## src/rtl/demux_pkg.sv

```systemverilog
// Shared constants and helpers for the 1-to-N buffered demultiplexer.
//   DROP_CNT_W / DROP_CNT_MAX : width and saturation value of the optional drop counter
//   clog2_min1                : select width for a channel count, never below 1 bit
package demux_pkg;

  localparam int unsigned DROP_CNT_W = 16;
  localparam logic [DROP_CNT_W-1:0] DROP_CNT_MAX = '1;

  // Channel-select width; a 1-channel corner would otherwise yield a 0-bit port.
  function automatic int unsigned clog2_min1(input int unsigned n);
    int unsigned w;
    w = 32'($clog2(n));
    return (w < 1) ? 1 : w;
  endfunction

endpackage

```

## src/rtl/demux_slot.sv

```systemverilog
// One output channel: a single-entry data register plus its full flag.
//   clk, rst_n : clock, async active-low reset
//   load, din  : write din into the slot and mark it full
//   pop        : consumer took the beat (clears full unless loaded on the same edge)
//   valid, data: registered slot state
module demux_slot #(
  parameter int unsigned DATA_W = 1
) (
  input  logic              clk,
  input  logic              rst_n,
  input  logic              load,
  input  logic [DATA_W-1:0] din,
  input  logic              pop,
  output logic              valid,
  output logic [DATA_W-1:0] data
);

  logic              valid_q, valid_d;
  logic [DATA_W-1:0] data_q, data_d;

  // Load wins over pop so a full slot can be refilled every cycle.
  always_comb begin
    valid_d = valid_q;
    data_d  = data_q;
    if (pop) begin
      valid_d = 1'b0;
    end
    if (load) begin
      valid_d = 1'b1;
      data_d  = din;
    end
  end

  always_ff @(posedge clk or negedge rst_n) begin
    if (!rst_n) begin
      valid_q <= 1'b0;
      data_q  <= '0;
    end else begin
      valid_q <= valid_d;
      data_q  <= data_d;
    end
  end

  assign valid = valid_q;
  assign data  = data_q;

endmodule

```

## src/rtl/demux_1ton_buf.sv

```systemverilog
// 1-to-N_CH demultiplexer with a one-entry registered slot per channel.
// Optional macro DEMUX_DROP_CNT_EN adds a saturating 16-bit drop counter port.
//   clk, rst_n          : clock, async active-low reset
//   enable              : global accept enable
//   sel, din, in_valid  : input beat and its destination channel
//   in_ready            : combinational accept indication (independent of in_valid)
//   douts, out_valid    : per-channel registered data and full flags
//   out_ready           : per-channel consumer ready
//   drop_pulse          : one-cycle pulse after a beat with out-of-range sel is dropped
//   drop_cnt            : (DEMUX_DROP_CNT_EN only) saturating count of dropped beats
module demux_1ton_buf
  import demux_pkg::*;
#(
  parameter  int unsigned N_CH   = 8,
  parameter  int unsigned DATA_W = 1,
  localparam int unsigned SEL_W  = clog2_min1(N_CH)
) (
  input  logic                     clk,
  input  logic                     rst_n,
  input  logic                     enable,
  input  logic [SEL_W-1:0]         sel,
  input  logic [DATA_W-1:0]        din,
  input  logic                     in_valid,
  output logic                     in_ready,
  output logic [N_CH*DATA_W-1:0]   douts,
  output logic [N_CH-1:0]          out_valid,
  input  logic [N_CH-1:0]          out_ready,
  output logic                     drop_pulse
`ifdef DEMUX_DROP_CNT_EN
  ,
  output logic [DROP_CNT_W-1:0]    drop_cnt
`endif
);

  logic            sel_ok_c;
  logic            blocked_c;
  logic            accept_c;
  logic [N_CH-1:0] load_c;
  logic [N_CH-1:0] pop_c;
  logic            drop_pulse_q, drop_pulse_d;

  // Decode sel against real channels only; an out-of-range sel matches nothing,
  // so it is never blocked and is dropped on accept.
  always_comb begin
    sel_ok_c  = 1'b0;
    blocked_c = 1'b0;
    load_c    = '0;
    for (int unsigned i = 0; i < N_CH; i++) begin
      if (sel == SEL_W'(i)) begin
        sel_ok_c  = 1'b1;
        blocked_c = out_valid[i] && !out_ready[i];
      end
    end
    in_ready = enable && !blocked_c;
    accept_c = in_valid && in_ready;
    for (int unsigned i = 0; i < N_CH; i++) begin
      load_c[i] = accept_c && (sel == SEL_W'(i));
    end
  end

  assign pop_c = out_valid & out_ready;

  // Per-channel slots.
  for (genvar g = 0; g < N_CH; g++) begin : g_slot
    demux_slot #(
      .DATA_W (DATA_W)
    ) u_slot (
      .clk   (clk),
      .rst_n (rst_n),
      .load  (load_c[g]),
      .din   (din),
      .pop   (pop_c[g]),
      .valid (out_valid[g]),
      .data  (douts[g*DATA_W +: DATA_W])
    );
  end

  // Drop indication, registered for exactly one cycle per dropped beat.
  always_comb begin
    drop_pulse_d = accept_c && !sel_ok_c;
  end

  always_ff @(posedge clk or negedge rst_n) begin
    if (!rst_n) begin
      drop_pulse_q <= 1'b0;
    end else begin
      drop_pulse_q <= drop_pulse_d;
    end
  end

  assign drop_pulse = drop_pulse_q;

`ifdef DEMUX_DROP_CNT_EN
  logic [DROP_CNT_W-1:0] drop_cnt_q, drop_cnt_d;

  // Saturating count of dropped beats.
  always_comb begin
    drop_cnt_d = drop_cnt_q;
    if (drop_pulse_d && (drop_cnt_q != DROP_CNT_MAX)) begin
      drop_cnt_d = drop_cnt_q + DROP_CNT_W'(1);
    end
  end

  always_ff @(posedge clk or negedge rst_n) begin
    if (!rst_n) begin
      drop_cnt_q <= '0;
    end else begin
      drop_cnt_q <= drop_cnt_d;
    end
  end

  assign drop_cnt = drop_cnt_q;
`endif

endmodule

```

## config.mk

```make
export PLATFORM = sky130hd
export DESIGN_NAME = demux_1ton_buf
export DESIGN_NICKNAME = d
export VERILOG_FILES = /design/src/rtl/demux_pkg.sv /design/src/rtl/demux_slot.sv /design/src/rtl/demux_1ton_buf.sv
export SDC_FILE = /design/constraint.sdc
export NUM_CORES = 1
export LEC_CHECK = 0
export BUFFER_PORTS_ARGS = -buffer_cell sky130_fd_sc_hd__clkbuf_2
export CAP_MARGIN = 40
export CORE_MARGIN = 2
export CORE_UTILIZATION = 30
export DETAILED_ROUTE_END_ITERATION = 8
export PLACE_DENSITY = 0.57
export SLEW_MARGIN = 20
export SYNTH_ARGS = -nofsm -noshare
export SYNTH_HDL_FRONTEND = slang
export SYNTH_SLANG_ARGS = --single-unit
```

## constraint.sdc

```tcl
create_clock -name clk -period 1.3 [get_ports clk]
set_input_delay 0.065 -clock clk [delete_from_list [all_inputs] [get_ports clk]]
set_output_delay 0.065 -clock clk [all_outputs]
set_load 0.02 [all_outputs]
```

# Word-level counts from Yosys, hierarchy flattened
# Index checks and enable logic that the tools add are counted.
# Widths: inputs -> output; s select.
totals:
  n_memories: 0
  rom_bits: 0
  out_inout_bits: 18
  mem_bits_rw: 0
  latch_bits: 0
  reg_bits: 17
op_classes:
  n_div: 0
  n_bitwise: 1
  n_reduce_logical: 38
  addsub: 0
  n_eq_ne: 7
  shift: 0
  n_lt_le_gt_ge: 0
  multipliers: 0
  mux: 32
ops:
  columns: ["operator", "n"]
  rows:
  - ["$mux 1", 32]
  - ["$logic_and 1x1->1", 19]
  - ["$reduce_bool 2->1", 8]
  - ["$eq 3x3->1 const B", 4]
  - ["$logic_not 1->1", 10]
  - ["$and 8x8->8", 1]
  - ["$eq 3x2->1 const B", 2]
  - ["$eq 3x1->1 const B", 1]
  - ["$logic_not 3->1", 1]

# Longest topological paths before layout
logic_depth:
  word_depth: 15
  depth_mapped: 5

# Modules after synthesis
# A second synthesis with hierarchy kept.
hier_totals:
  cells_unflattened: 81
  hier_area_um2: 913.4
by_module_without_submodules:
  columns: ["mod", "instances", "cells_per_inst", "area_per_inst_um2"]
  rows:
  - ["demux_slot", 8, 5, 77.6]
  - ["demux_1ton_buf", 1, 41, 292.8]

# Worst setup path after synthesis
# No wires, ideal clock.
synth_path:
  path_kind: "register to register"
  startpoint: "register g_slot[0].u_slot.valid_q"
  endpoint: "register g_slot[1].u_slot.data_q"
  slack_ps: -162
  period_less_slack_ps: 1462
  n_path_buf: 0
  arrival_time_ps: 1337
  required_ps: 1175
  path_stages_with_launch: 5
  cell_sequence: "dfrtp_1 > nand2b_1 > a221oi_1 > or4_4 > mux2_4"
synth_between:
  elab_chain_cells: 13
synth_rtl:
  columns: ["element", "line_no", "source"]
  rows:
  - ["start: declaration", "demux_slot.sv:18", "logic valid_q, valid_d;"]
  - ["start signal: assignment", "demux_slot.sv:39", "valid_q <= valid_d;"]
  - ["$logic_and 1x1->1", "demux_1ton_buf.sv:51", "blocked_c = out_valid[i] && !out_ready[i];"]
  - ["$mux 1 (8 in series)", "demux_1ton_buf.sv:49", "if (sel == SEL_W'(i)) begin"]
  - ["$logic_not 1->1", "demux_1ton_buf.sv:54", "in_ready = enable && !blocked_c;"]
  - ["$logic_and 1x1->1", "demux_1ton_buf.sv:54", null]
  - ["$logic_and 1x1->1", "demux_1ton_buf.sv:55", "accept_c = in_valid && in_ready;"]
  - ["$logic_and 1x1->1", "demux_1ton_buf.sv:57", "load_c[i] = accept_c && (sel == SEL_W'(i));"]
  - ["end signal: assignment", "demux_slot.sv:40", "data_q <= data_d;"]
  - ["end: declaration", "demux_slot.sv:19", "logic [DATA_W-1:0] data_q, data_d;"]
# Every way passes these cells.
# A chain may end at the register's enable or synchronous reset.

# Final worst setup path
layout_path:
  startpoint: "register g_slot[0].u_slot.valid_q"
  endpoint: "output port in_ready"
layout_between:
  elab_chain_cells: 11
layout_rtl:
  columns: ["element", "line_no", "source"]
  rows:
  - ["$logic_and 1x1->1", "demux_1ton_buf.sv:51", null]
  - ["$mux 1 (8 in series)", "demux_1ton_buf.sv:49", null]
  - ["$logic_not 1->1", "demux_1ton_buf.sv:54", null]
  - ["$logic_and 1x1->1", "demux_1ton_buf.sv:54", null]
  - ["end: declaration", "demux_1ton_buf.sv:24", "output logic in_ready,"]
# Every way passes these cells.

==> results.py <==
metrics = {
    "sta": {
        "fmax_ghz": 0.616,
        "drv_slew": 0,
        "hold_viol_final": 0,
        "fin_hold_ws_ps": 44.5,
        "finalCriticalPeriod_ps": 1620,
        "fin_ws_ps": -323,
        "fin_skew_ps": 9.76,
        "rsz0062_at_grt": "yes",
        "setup_viol": 13,
        "finalCritPeriodShare_pct": 125,
    },
    "global_route": {
        "grt_use_total_pct": 14.4,
        "grt_pass1_vias": 910,
        "antenna_found_initial": 0,
        "overflow": 0,
        "grt_max_degree": 18,
        "grt_pass1_wl_um": 3950,
    },
    "detailed_routing": {
        "via_per_inst": 4.52,
        "drt-initial-drc-count": 19,
        "ant_nets": 0,
        "drcViolationCount": 0,
        "totalWireLength_um": 2300,
        "via_count": 828,
        "first_pass_iters": 4,
        "wl_per_cell_um": 12.5,
    },
    "clock_network": {
        "clock_latency_ps": 290,
        "cts-root-buf": "clkbuf_4",
        "cts_tree": "built",
        "cts_buffers": 3,
        "ctsLongestPathBuffers": 2,
        "cts_sinks": 17,
        "clk_pin_slew_worst_paths_ps": 110,
        "htreeDepth": 1,
    },
    "setup_path": {
        "crit_path_start_kind": "flop",
        "slowest_stage": "a221o_1",
        "arrival_ps": 1560,
        "cpPeakStageDelay_ps": 400,
        "cp.required_ps": 1240,
        "cp_cell_sequence": "nand2b_1 -> a221o_1 -> o2bb2ai_2 -> a21oi_2 -> clkbuf_8",
        "critPathKind": "flop to output port",
        "cp_max_fo": 2,
        "crit_path_end_kind": "output port",
    },
    "synthesis": {
        "synth_edf_count": 0,
        "synth_commonest_cells": "dfrtp_1 (17), buf_4 (16), inv_1 (6)",
        "syn_area_um2": 991,
        "syn_nets": 107,
        "ys_seq_elements": 17,
        "netlist_top_cells_area": "dfrtp_1 (43%), buf_4 (12%), mux2_4 (6.1%)",
        "synth.most_common_cell": "dfrtp_1",
        "synthCells": 91,
        "synth_area_leader_cell": "dfrtp_1",
        "yosysWarnings": 0,
        "async_reset_ff_share_pct": 100,
        "ys_seq_area_share_pct": 42.9,
        "syn_area_per_cell_um2": 10.9,
        "synth_top_area_share_pct": 42.9,
        "synth_cell_type_count": 38,
        "synth_ff_type": "dfrtp_1",
    },
    "placement": {
        "port_buffers": 33,
        "gp_congestion": 0.763,
        "place_hpwl_um": 1730,
        "place_area_um2": 1250,
        "dp.cells": 170,
    },
    "run_status": {
        "violations": "negative setup slack",
        "outcome": "complete, but fails checks",
    },
    "power_and_ir_drop": {
        "power.total_mw": 1.34,
        "power_density_nw_per_um2": 921,
        "irDropWorstVdd_v": 0.000296,
        "leakagePower_nw": 0.741,
    },
    "floorplanning": {
        "dieArea_um2": 3780,
        "die_y_um": 61.5,
        "rows": 20,
        "die_w_um": 61.5,
        "start_util_pct": 31.9,
        "coreArea_um2": 3100,
        "io_pins": 34,
    },
    "layout": {
        "final_nets": 156,
        "regArea_um2": 425,
        "multi_input_area_um2": 498,
        "antenna_cells": 0,
        "drive_above_1_share_pct": 63.3,
        "n_fill_cell": 315,
        "area_growth_pct": 46.5,
        "final_cells": 183,
        "post-route-cell-area_um2": 1450,
    },
    "min_path": {
        "hp-class": "input pin to flop",
    },
    "job": {
        "drv_cap": 0,
    },
}
registers in the layout (all words and copies together), names as in the netlist:
name	flops
g_slot.u_slot.valid	8
g_slot.u_slot.data	8
drop_pulse	1
area by class of cell:
type                    count  share of cell area (%)
multi-input cells          49                    34.3
flip-flops and latches     17                    29.3
repair buffers             62                    28.7
well taps                  44                    3.79
inverters                   7                    1.98
clock buffers               3                    1.55
clock inverters             1                   0.345
logic make-up after synthesis:
logic type | count (synthesis) | share of synthesized area, %
and+or+nand+nor | 23 | 16.8
AOI/OAI and AO/OA | 17 | 12.6
DFF | 17 | 42.9
buffers and inverters | 25 | 16.7
muxes | 8 | 10.6
other | 1 | 0.378
worst max-delay path: cells and delay by family (launching register included):
| kind | cells | cell delay [ps] |
|---|---|---|
| compound gates | 3 | 670 |
| flops | 1 | 360 |
| buf+inv | 1 | 160 |
| simple gates | 1 | 80 |
power by group:
part	internal, mW	leakage (nW)	total, mW	switching, mW
registers	0.592	0.222	0.626	0.0335
logic	0.201	0.502	0.422	0.221
clock network	0.114	0.0177	0.288	0.174
worst paths after layout:
| path | start | end | slack (ps) | cells past startpoint |
|---|---|---|---|---|
| max in group asynchronous | rst_n | g_slot[6].u_slot.data$_DFFE_PN0P_ | 750 | 2 |
| setup / recovery | g_slot[0].u_slot.valid$_DFFE_PN0P_ | in_ready | -320 | 5 |
| hold reg to reg | g_slot[1].u_slot.data$_DFFE_PN0P_ | g_slot[1].u_slot.data$_DFFE_PN0P_ | 520 | 1 |
| min in group asynchronous | rst_n | g_slot[7].u_slot.valid$_DFFE_PN0P_ | 230 | 2 |
| setup reg to reg | g_slot[6].u_slot.valid$_DFFE_PN0P_ | g_slot[6].u_slot.data$_DFFE_PN0P_ | -310 | 6 |
| hold / removal | out_ready[6] | g_slot[6].u_slot.valid$_DFFE_PN0P_ | 40 | 3 |
layer usage:
layer  share of wire (%)  track usage (%)  vias to the layer above
met5                   0                0                        -
met4                 2.0             8.51                        0
met3                 3.1             2.10                        4
met2                  52             25.5                       16
met1                  42             16.3                      402
li1                    -                -                      406
timing repair:
| action | CTS | global route |
|---|---|---|
| hold endpoints to repair | 18 | 0 |
| pin swaps | 3 | 6 |
| hold buffers | 2 | 0 |
| setup endpoints to repair | 12 | 13 |
| buffers inserted | 5 | 4 |
| gates resized for setup | 15 | 5 |
placed cells by master, fill, tap and decap left out, drive strengths merged, types with 2 or more instances in the layout:
cell         netlist  routed
clkbuf             0      36
buf               18      27
dfrtp             17      17
mux2               8       8
inv                7       7
nand2b             4       4
a21o               3       3
nand2              3       3
o21ai              3       3
nor4               3       3
nor2               2       2
dlygate4sd3        0       2
a21oi              2       2
nor3               2       2
metrics by stage:
step	util (%)	setup TNS (ps)	setup WS, ps
floorplan	-	-543	-148
global placement	40.2	-1260	-227
detailed placement	40.2	-1410	-254
CTS	45.4	-1980	-325
global route	46.8	-3170	-408
finish	46.8	-2340	-323
(Power assumes the default switching activity.)
